[src/rtl/seven_segment_display_595_n.sv]
// Multiplexed seven-segment driver for two daisy-chained 74HC595 shift
// registers. One 16-bit word {seg, sel} is shifted out MSB first per scan
// tick. Inputs are snapshotted at the start of each frame so a frame never
// mixes old and new values.
//
// state    | meaning
// ---------+-------------------------------------------------------------
// IDLE     | waiting for a scan tick; builds the next word on the tick
// SHIFT_LO | sclk low, dio presents the current bit
// SHIFT_HI | sclk high, the 595 captures dio on the rising edge
// LATCH    | data setup with sclk low, then rclk pulse transfers the word
module seven_segment_display_595_n #(
  parameter int CLOCK_FREQ     = 50000000,
  parameter int SCAN_FREQ      = 1000,
  parameter int DIGITS         = 8,
  parameter int SCLK_DIV       = 4,
  parameter bit SEG_ACTIVE_LOW = 1'b1,
  parameter bit SEL_ACTIVE_LOW = 1'b1
) (
  input  logic                  clk,
  input  logic                  rst,
  input  logic [4*DIGITS-1:0]   digits,
  input  logic [DIGITS-1:0]     dps,
  input  logic [DIGITS-1:0]     blank,
  input  logic                  lz_en,
  output logic                  dio,
  output logic                  sclk,
  output logic                  rclk,
  output logic                  busy,
  output logic                  frame_done
);

  localparam int TICK = CLOCK_FREQ / SCAN_FREQ;
  localparam int TW   = (TICK > 1) ? $clog2(TICK) : 1;
  localparam int DW   = (SCLK_DIV > 1) ? $clog2(SCLK_DIV) : 1;

  localparam logic [TW-1:0] TICK_LAST = TW'(TICK - 1);
  localparam logic [DW-1:0] DIV_LAST  = DW'(SCLK_DIV - 1);
  localparam logic [2:0]    IDX_LAST  = 3'(DIGITS - 1);

  typedef enum logic [1:0] {
    IDLE     = 2'd0,
    SHIFT_LO = 2'd1,
    SHIFT_HI = 2'd2,
    LATCH    = 2'd3
  } state_t;

  state_t              state, state_nx;
  logic [TW-1:0]       tick_cnt;
  logic                tick;
  logic [DW-1:0]       div_cnt, div_nx;
  logic                div_done;
  logic [3:0]          bit_idx, bit_nx;
  logic [15:0]         word, word_nx;
  logic [2:0]          idx, idx_nx;
  logic                lat_ph, lat_nx;
  logic                dio_nx, sclk_nx, rclk_nx, busy_nx, fd_nx;

  logic [4*DIGITS-1:0] sh_dig;
  logic [DIGITS-1:0]   sh_dp;
  logic [DIGITS-1:0]   sh_bl;
  logic                sh_lz;

  logic [4*DIGITS-1:0] src_dig;
  logic [DIGITS-1:0]   src_dp;
  logic [DIGITS-1:0]   src_bl;
  logic                src_lz;

  logic [31:0]         dig8;
  logic [7:0]          dp8, bl8, supp8;
  logic [7:0]          seg_ah, sel_ah, seg_out, sel_out;
  logic [15:0]         built;

  function automatic logic [6:0] hex7(input logic [3:0] v);
    case (v)
      4'h0:    hex7 = 7'h3F;
      4'h1:    hex7 = 7'h06;
      4'h2:    hex7 = 7'h5B;
      4'h3:    hex7 = 7'h4F;
      4'h4:    hex7 = 7'h66;
      4'h5:    hex7 = 7'h6D;
      4'h6:    hex7 = 7'h7D;
      4'h7:    hex7 = 7'h07;
      4'h8:    hex7 = 7'h7F;
      4'h9:    hex7 = 7'h6F;
      4'hA:    hex7 = 7'h77;
      4'hB:    hex7 = 7'h7C;
      4'hC:    hex7 = 7'h39;
      4'hD:    hex7 = 7'h5E;
      4'hE:    hex7 = 7'h79;
      default: hex7 = 7'h71;
    endcase
  endfunction

  // free-running scan tick counter; the wrap cycle is the tick
  always_ff @(posedge clk or negedge rst) begin
    if (!rst) begin
      tick_cnt <= '0;
    end else if (tick_cnt == TICK_LAST) begin
      tick_cnt <= '0;
    end else begin
      tick_cnt <= tick_cnt + 1'b1;
    end
  end

  assign tick     = (tick_cnt == TICK_LAST);
  assign div_done = (div_cnt == DIV_LAST);

  // capture the frame's inputs when the idx0 word is accepted
  always_ff @(posedge clk or negedge rst) begin
    if (!rst) begin
      sh_dig <= '0;
      sh_dp  <= '0;
      sh_bl  <= '0;
      sh_lz  <= 1'b0;
    end else if (state == IDLE && tick && idx == 3'd0) begin
      sh_dig <= digits;
      sh_dp  <= dps;
      sh_bl  <= blank;
      sh_lz  <= lz_en;
    end
  end

  // the idx0 word is built from live inputs, the same values being snapshotted
  always_comb begin
    src_dig = sh_dig;
    src_dp  = sh_dp;
    src_bl  = sh_bl;
    src_lz  = sh_lz;
    if (idx == 3'd0) begin
      src_dig = digits;
      src_dp  = dps;
      src_bl  = blank;
      src_lz  = lz_en;
    end
  end

  // leading-zero suppression scanned from the top digit downwards;
  // blanked digits are transparent to the scan
  always_comb begin
    logic       lead;
    logic       zero_nodp;
    logic [3:0] nib;
    lead      = 1'b1;
    zero_nodp = 1'b0;
    nib       = 4'h0;
    dig8      = '0;
    dp8       = '0;
    bl8       = '0;
    supp8     = '0;
    dig8[4*DIGITS-1:0] = src_dig;
    dp8[DIGITS-1:0]    = src_dp;
    bl8[DIGITS-1:0]    = src_bl;
    for (int i = DIGITS - 1; i >= 1; i--) begin
      nib       = src_dig[4*i +: 4];
      zero_nodp = (nib == 4'h0) && !src_dp[i];
      supp8[i]  = src_lz && lead && zero_nodp;
      lead      = lead && (src_bl[i] || zero_nodp);
    end
  end

  // word for the current digit; polarity applied last
  always_comb begin
    seg_ah = {dp8[idx], hex7(dig8[{idx, 2'b00} +: 4])};
    if (bl8[idx] || supp8[idx]) begin
      seg_ah = 8'h00;
    end
    sel_ah  = 8'b0000_0001 << idx;
    seg_out = SEG_ACTIVE_LOW ? ~seg_ah : seg_ah;
    sel_out = SEL_ACTIVE_LOW ? ~sel_ah : sel_ah;
    built   = {seg_out, sel_out};
  end

  // FSM state and registered outputs
  always_ff @(posedge clk or negedge rst) begin
    if (!rst) begin
      state      <= IDLE;
      div_cnt    <= '0;
      bit_idx    <= 4'd0;
      word       <= 16'h0000;
      idx        <= 3'd0;
      lat_ph     <= 1'b0;
      dio        <= 1'b0;
      sclk       <= 1'b0;
      rclk       <= 1'b0;
      busy       <= 1'b0;
      frame_done <= 1'b0;
    end else begin
      state      <= state_nx;
      div_cnt    <= div_nx;
      bit_idx    <= bit_nx;
      word       <= word_nx;
      idx        <= idx_nx;
      lat_ph     <= lat_nx;
      dio        <= dio_nx;
      sclk       <= sclk_nx;
      rclk       <= rclk_nx;
      busy       <= busy_nx;
      frame_done <= fd_nx;
    end
  end

  // FSM next state; ticks outside IDLE are dropped
  always_comb begin
    state_nx = state;
    div_nx   = div_cnt;
    bit_nx   = bit_idx;
    word_nx  = word;
    idx_nx   = idx;
    lat_nx   = lat_ph;
    dio_nx   = dio;
    sclk_nx  = sclk;
    rclk_nx  = rclk;
    busy_nx  = busy;
    fd_nx    = 1'b0;
    case (state)
      IDLE: begin
        if (tick) begin
          word_nx  = built;
          dio_nx   = built[15];
          sclk_nx  = 1'b0;
          busy_nx  = 1'b1;
          div_nx   = '0;
          bit_nx   = 4'd15;
          state_nx = SHIFT_LO;
        end
      end
      SHIFT_LO: begin
        if (div_done) begin
          div_nx   = '0;
          sclk_nx  = 1'b1;
          state_nx = SHIFT_HI;
        end else begin
          div_nx = div_cnt + 1'b1;
        end
      end
      SHIFT_HI: begin
        if (div_done) begin
          div_nx  = '0;
          sclk_nx = 1'b0;
          if (bit_idx == 4'd0) begin
            lat_nx   = 1'b0;
            state_nx = LATCH;
          end else begin
            bit_nx   = bit_idx - 4'd1;
            dio_nx   = word[bit_idx - 4'd1];
            state_nx = SHIFT_LO;
          end
        end else begin
          div_nx = div_cnt + 1'b1;
        end
      end
      LATCH: begin
        // phase 0 leaves sclk low for a half period before rclk rises
        if (div_done) begin
          div_nx = '0;
          if (!lat_ph) begin
            lat_nx  = 1'b1;
            rclk_nx = 1'b1;
          end else begin
            lat_nx   = 1'b0;
            rclk_nx  = 1'b0;
            busy_nx  = 1'b0;
            fd_nx    = (idx == IDX_LAST);
            idx_nx   = (idx == IDX_LAST) ? 3'd0 : idx + 3'd1;
            state_nx = IDLE;
          end
        end else begin
          div_nx = div_cnt + 1'b1;
        end
      end
      default: begin
        state_nx = IDLE;
      end
    endcase
  end

endmodule

[config.mk]
export PLATFORM = sky130hd
export DESIGN_NAME = seven_segment_display_595_n
export DESIGN_NICKNAME = d
export VERILOG_FILES = /design/src/rtl/seven_segment_display_595_n.sv
export SDC_FILE = /design/constraint.sdc
export NUM_CORES = 1
export LEC_CHECK = 0
export CAP_MARGIN = 30
export CELL_PAD_IN_SITES_DETAIL_PLACEMENT = 0
export CELL_PAD_IN_SITES_GLOBAL_PLACEMENT = 1
export CORE_UTILIZATION = 41
export DETAILED_ROUTE_END_ITERATION = 8
export GPL_TIMING_DRIVEN = 0
export PLACE_DENSITY_LB_ADDON = 0.12
export SLEW_MARGIN = 5
export SYNTH_ARGS = -nofsm -noshare
export SYNTH_HDL_FRONTEND = slang
export SYNTH_SLANG_ARGS = --single-unit
[constraint.sdc]
create_clock -name clk -period 2.7 [get_ports clk]
set_input_delay 0.54 -clock clk [delete_from_list [all_inputs] [get_ports clk]]
set_output_delay 0.54 -clock clk [all_outputs]
set_load 0.01 [all_outputs]
==> results of run 1 <==
-- power breakdown --
group / leakage, nW / internal, mW / switching, mW
Sequential: 1.22 / 1.50 / 0.0291
Combinational: 1.50 / 0.161 / 0.127
Clock: 0.151 / 0.826 / 0.539
-- per-layer routing --
layer	vias up	GRT usage (%)	part of all wire (%)
met5	-	0	0
met4	0	5.37	1.4
met3	16	5.04	3.9
met2	90	34.8	48
met1	2050	28.8	47
li1	1988	-	-
-- sequential cells by signal, indices dropped and copies added, names as in the netlist, 2 cells and up --
signal,flops
sh_dig,32
state,2
word,16
idx,3
sh_dp,8
tick_cnt,16
div_cnt,2
sh_bl,8
bit_idx,4
-- area by class of cell --
cell class | instances | area (µm²) | share of cell area [%]
buffer | 23 | 150 | 2.17
multi-input combinational | 359 | 3010 | 43.4
clock inverter | 3 | 65.1 | 0.939
clock buffer | 11 | 243 | 3.50
timing repair buffer | 73 | 717 | 10.3
inverter | 17 | 78.8 | 1.14
tap | 172 | 215 | 3.11
sequential | 98 | 2450 | 35.4
-- Yosys cell counts, types with 2 or more instances --
cell / number
and2_1: 4
clkinv_1: 2
a41oi_1: 2
nand3_1: 19
a2bb2oi_1: 2
nor3_1: 14
o21ai_1: 4
a21oi_2: 2
or4_1: 5
ha_1: 14
a311oi_1: 2
xnor2_1: 9
mux4_2: 17
buf_1: 5
a31oi_1: 9
dfrtp_1: 98
o22ai_1: 2
nand3b_1: 2
nor4_1: 7
o211ai_1: 2
buf_2: 12
mux2_2: 51
mux2i_1: 16
o21a_1: 2
clkbuf_1: 6
o21ai_0: 16
or3_1: 2
and3_1: 7
a21oi_1: 22
nand4_1: 6
a22oi_1: 3
nor2b_1: 6
inv_1: 15
xor2_1: 8
a211oi_1: 6
nand2b_1: 2
nand2_1: 36
o31ai_1: 2
nor2_1: 41
-- worst max-delay path, stage by stage (launching register included) --
cell and delay [ns]:
dfrtp_2 0.40, inv_4 0.06, ha_4 0.18, and2b_4 0.18, buf_12 0.14, mux2i_2 0.14
mux4_2 0.50, mux2i_4 0.18, buf_12 0.17, ha_4 0.20, mux2i_1 0.15, mux2_4 0.17
a21oi_2 0.04
-- worst paths after layout --
check | startpoint | endpoint | slack, ns | cells after the start
min in group clk | rclk | rclk | 0.48 | 2
max | idx[0] | word[11] | 0.07 | 12
min | rst | sh_dig[2] | 0.16 | 1
min reg2reg | rclk | rclk | 0.48 | 2
max reg2reg | idx[0] | word[11] | 0.07 | 12
max in group asynchronous | rst | idx[0] | 1.85 | 2
-- cell families after synthesis --
logic type | Yosys count | share of synthesized area, %
AND/OR/NAND/NOR | 156 | 14.1
buffers and inverters | 43 | 3.64
adder cells (fa/ha/maj) | 14 | 3.20
AO/OA/AOI/OAI | 86 | 10.3
multiplexers | 86 | 21.1
XOR/XNOR | 17 | 2.72
flip-flops | 98 | 44.9
-- metrics by stage --
step	utilization [%]	cell area, µm²
6_report	54.0	6930
3_3_place_gp	48.9	6280
4_1_cts	53.6	6870
5_1_grt	54.0	6930
2_1_floorplan	-	5510
3_5_place_dp	49.1	6300
-- repair_timing --
| item | 4_1_cts | 5_1_grt |
|---|---|---|
| pin swaps | 8 | 12 |
| endpoints found under the setup margin | 56 | 46 |
| buffers inserted | 15 | 2 |
| gates resized for setup | 31 | 19 |
| endpoints found under the hold margin | 0 | 0 |
==> metrics.yaml, run 1 <==
die_x_um: 117
dieArea_mm2: 0.0138
n_antenna_cell: 0
gp_congestion: 0.806
yosysTopAreaCellShare_pct: 44.9
cts_made_buffers: 9
fin_ws_ns: 0.0739
drv_cap: 0
htree_num_levels: 3
clock-sinks: 98
drt-wirelength-per-cell_um: 18.2
syn_nets: 565
async_reset_ff_share_pct: 100
grt_pass1_vias: 4280
ant_nets: 0
clockRootBuffer: "clkbuf_16"
crit_fanout: 7
coreArea_mm2: 0.0128
finalNonFillerCells: 756
portBuffers: 55
ir_worst_vdd_mv: 0.390
postRouteWirelength_um: 13800
hold_buffers: 0
synth_seq_cells: 98
rows: 41
drtPass1Iterations: 4
grt_setup_unrepaired: "yes"
syn_area_per_cell_um2: 10.9
final_common_cell: "dfrtp_1"
via_per_inst: 5.48
place_ws_ns: -0.529
die_h_um: 117
vias: 4144
p_leak_nw: 2.88
dr.first_iter.drc_count: 243
worstHoldPathType: "input pin to asynchronous set/reset pin"
worstPathRequired_ns: 2.94
synth_area_leaders: "dfrtp_1 (45%), mux2_2 (11%), mux4_2 (7.0%), ha_1 (3.2%), mux2i_1 (2.9%)"
syn-instance-count: 500
grt_pass1_wl_um: 23000
maxSlewViolCount: 0
nFillCells: 1158
cts_tree: "done"
fin_crit_sh_pct: 97.3
ys_types: 59
hold_viol_final: 0
route.detailed.drc: 0
antenna_found_initial: 0
status: "finished clean"
initial_utilization_pct: 42.6
ys.flop_type: "dfrtp_1"
start_kind: "flip-flop"
tns_ns: 0
holdWs_ns: 0.158
powerDensity_mw_per_mm2: 460
dp_hpwl_um: 10300
area_growth_pct: 26.8
worst_clock_skew_ns: 0.00745
final_nets: 646
synth-edff-count: 0
power.total_mw: 3.19
final_cell_mix: "dfrtp_1 (96), clkdlybuf4s50_1 (54), mux2_2 (50), nor2_1 (41), nand2_1 (34)"
path_class: "flip-flop to flip-flop"
ys_seq_area_share_pct: 44.9
yosysWarnings: 0
dpl.cell_count: 728
clk_path_buf_depth: 2
synth_area_mm2: 0.00547
clk_pin_slew_ns: 0.07
worst_setup_path_end_kind: "flip-flop"
layout-drive-gt1-share_pct: 27.1
grt_use_total_pct: 21.4
fin_crit_ns: 2.63
pin_count: 56
setup_viol_count_final: 0
yosys.area.top_type: "dfrtp_1"
relSlewSlack_pct: 63.4
worst_pin_slew_ns: 0.549
cp.arrival_ns: 2.86
grt_max_degree: 64
clkLatencyLatePin_ns: 0.35
timing.fmax_mhz: 381
grt.overflow.total: 0
(Power assumes the default switching activity.)
==> run 2: changes to the inputs <==
--- a/config.mk
+++ b/config.mk
@@ -8,7 +8,7 @@
 export CAP_MARGIN = 30
 export CELL_PAD_IN_SITES_DETAIL_PLACEMENT = 0
 export CELL_PAD_IN_SITES_GLOBAL_PLACEMENT = 1
-export CORE_UTILIZATION = 41
+export CORE_UTILIZATION = 45
 export DETAILED_ROUTE_END_ITERATION = 8
 export GPL_TIMING_DRIVEN = 0
 export PLACE_DENSITY_LB_ADDON = 0.12
==> constraint.sdc (replaced) <==
create_clock -name clk -period 2.56 [get_ports clk]
set_input_delay 0.512 -clock clk [delete_from_list [all_inputs] [get_ports clk]]
set_output_delay 0.512 -clock clk [all_outputs]
set_load 0.01 [all_outputs]
==> run 2 against run 1 <==
Net effect:
- the run now ends with DRC, setup timing left
- sequential cell count unchanged
- non-clock buffer count increased by 2
- count of clock-buffer cells in the layout decreased by 1
- clock power increased by 4%
- total power increased by 4.9%
- die area decreased by 8.7%
- fmax decreased by 0.38%
- critical path depth unchanged
- clock skew decreased by 0.0014 ns
- sequential share of layout area decreased by 0.26 points
- setup slack got worse by 0.15 ns
- largest cell class unchanged
- largest power group unchanged
==> metrics.yaml, run 2 (synthesis gave the netlist of run 1 again) <==
status: "complete, but fails checks"
violations: "DRC, setup timing"
clkLatencyLatePin_ns: 0.35
fin_ws_ns: -0.0762
via_per_inst: 5.68
internal_power_mw: 2.55
portBuffers: 55
clk_path_buf_depth: 2
grt_pass1_vias: 4388
initial_utilization_pct: 47.1
grt_setup_unrepaired: "yes"
clk_pin_slew_ns: 0.07
seq_power_share_pct: 48.3
layout-drive-gt1-share_pct: 28.6
worstPathRequired_ns: 2.80
antenna_found_initial: 0
top_register: "sh_dig"
grt_max_degree: 60
ir_worst_vdd_mv: 0.321
cp.arrival_ns: 2.87
grt.overflow.total: 0
timing.fmax_mhz: 379
drt-wirelength-per-cell_um: 18.8
swShare_pct: 23.6
dp_hpwl_um: 10100
dr.first_iter.drc_count: 209
p_comb_share_pct: 9.2
cts_made_buffers: 9
r2r-start: "idx[0]"
power.total_mw: 3.34
drtPass1Iterations: 6
finalNonFillerCells: 731
pin_count: 56
setup_viol_count_final: 4
p_switching_uw: 788
coreArea_mm2: 0.0116
relSlewSlack_pct: 61.6
worst_pin_slew_ns: 0.576
fin_crit_sh_pct: 103
hold_buffers: 0
worst_setup_path_end_kind: "flip-flop"
final_common_cell: "dfrtp_1"
endpoint: "word[11]"
clock-sinks: 98
route.detailed.drc: 2
tns_ns: -0.261
clockPowerShare_pct: 42.4
vias: 4155
powerDensity_mw_per_mm2: 479
dpl.cell_count: 699
r2r_slack_ns: -0.08
ant_nets: 0
htree_num_levels: 3
crit_fanout: 8
largest_register_ffs: 32
r2r_cells: 12
r2r_end: "word[11]"
n_antenna_cell: 0
clockRootBuffer: "clkbuf_16"
largestRegisters: "sh_dig: 32 flops, tick_cnt: 16 flops, word: 16 flops"
area_growth_pct: 27.7
fin_crit_ns: 2.64
dieArea_mm2: 0.0126
final_cell_mix: "dfrtp_1 (96), clkdlybuf4s50_1 (54), mux2_2 (50), nor2_1 (41), nand2_1 (35)"
rows: 39
p_leak_nw: 2.89
grt_pass1_wl_um: 22700
nFillCells: 1001
gp_congestion: 0.830
hold_viol_final: 0
holdWs_ns: 0.151
path_class: "flip-flop to flip-flop"
worstHoldPathType: "input pin to asynchronous set/reset pin"
grt_use_total_pct: 23.5
critPathLaunch: "idx[0]"
cts_tree: "done"
worst_clock_skew_ns: 0.00607
die_h_um: 112
die_x_um: 112
drv_cap: 0
postRouteWirelength_um: 13700
start_kind: "flip-flop"
maxSlewViolCount: 0
final_nets: 648
## run 2: cell types whose count changed in the layout (fill, tap and decap cells not counted), sizes merged
cell    delta
bufinv     -1
inv        +3
clkbuf     -7
clkinv     +1
buf        +8
## run 2: through the flow
stage / area (µm²) / utilization [%] / setup slack [ns]
after floorplan: 5510 / - / -0.149
after global routing: 6980 / 60.1 / -0.177
after global placement: 6240 / 53.7 / -2.82
final: 6980 / 60.1 / -0.0762
after detailed placement: 6270 / 54.0 / -0.637
after CTS: 6820 / 58.7 / -0.182
## run 2: repair_timing
action                                  in CTS  in global routing
pin swaps                                   12                 14
buffers inserted                            15                  4
endpoints found under the setup margin      57                 56
resized for setup                           33                 28
## run 2: layer usage
layer  share of wire, %  vias to the layer above  GRT usage [%]
met2                 49                       99           38.6
met5                  0                        -              0
met3                4.2                       20           3.46
met4                2.2                        0           9.51
li1                   -                     1993              -
met1                 45                     2043           31.5
## run 2: final cells by class
cell class / count / area [µm²] / share of cell area (%)
timing repair buffer: 75 / 751 / 10.8
sequential: 98 / 2450 / 35.2
buffer: 23 / 160 / 2.29
clock inverter: 6 / 70.1 / 1.00
multi-input combinational: 359 / 3050 / 43.7
tap: 143 / 179 / 2.56
clock buffer: 10 / 239 / 3.42
inverter: 17 / 76.3 / 1.09
## run 2: worst max-delay path: stages, from the launching register on
cell	delay (ns)
dfrtp_2	0.41
inv_4	0.06
ha_4	0.18
and2b_4	0.18
buf_12	0.15
mux2i_2	0.15
mux4_2	0.49
mux2i_4	0.18
buf_12	0.16
ha_4	0.20
mux2i_1	0.15
mux2_4	0.17
a21oi_2	0.04
## run 2: worst min path at each step
stage / endpoint / from / slack [ns] / depth (start not counted)
2_1_floorplan: bit_idx[0] / rst / 0.22 / 0
3_3_place_gp: sh_dig[29] / sh_dig[29] / 0.47 / 2
3_5_place_dp: word[3] / word[3] / 0.48 / 2
4_1_cts: sh_dig[7] / rst / 0.16 / 1
5_1_grt: sh_dig[7] / rst / 0.19 / 1
6_report: sh_dig[1] / rst / 0.15 / 1
## run 2: power groups by stage
stage	clock network, mW	registers (mW)	logic, mW
5_1_grt	1.52	1.62	0.334
2_1_floorplan	0	1.63	0.119
6_report	1.42	1.62	0.309
3_3_place_gp	0	1.64	0.265
3_5_place_dp	0	1.64	0.275
4_1_cts	1.45	1.61	0.294
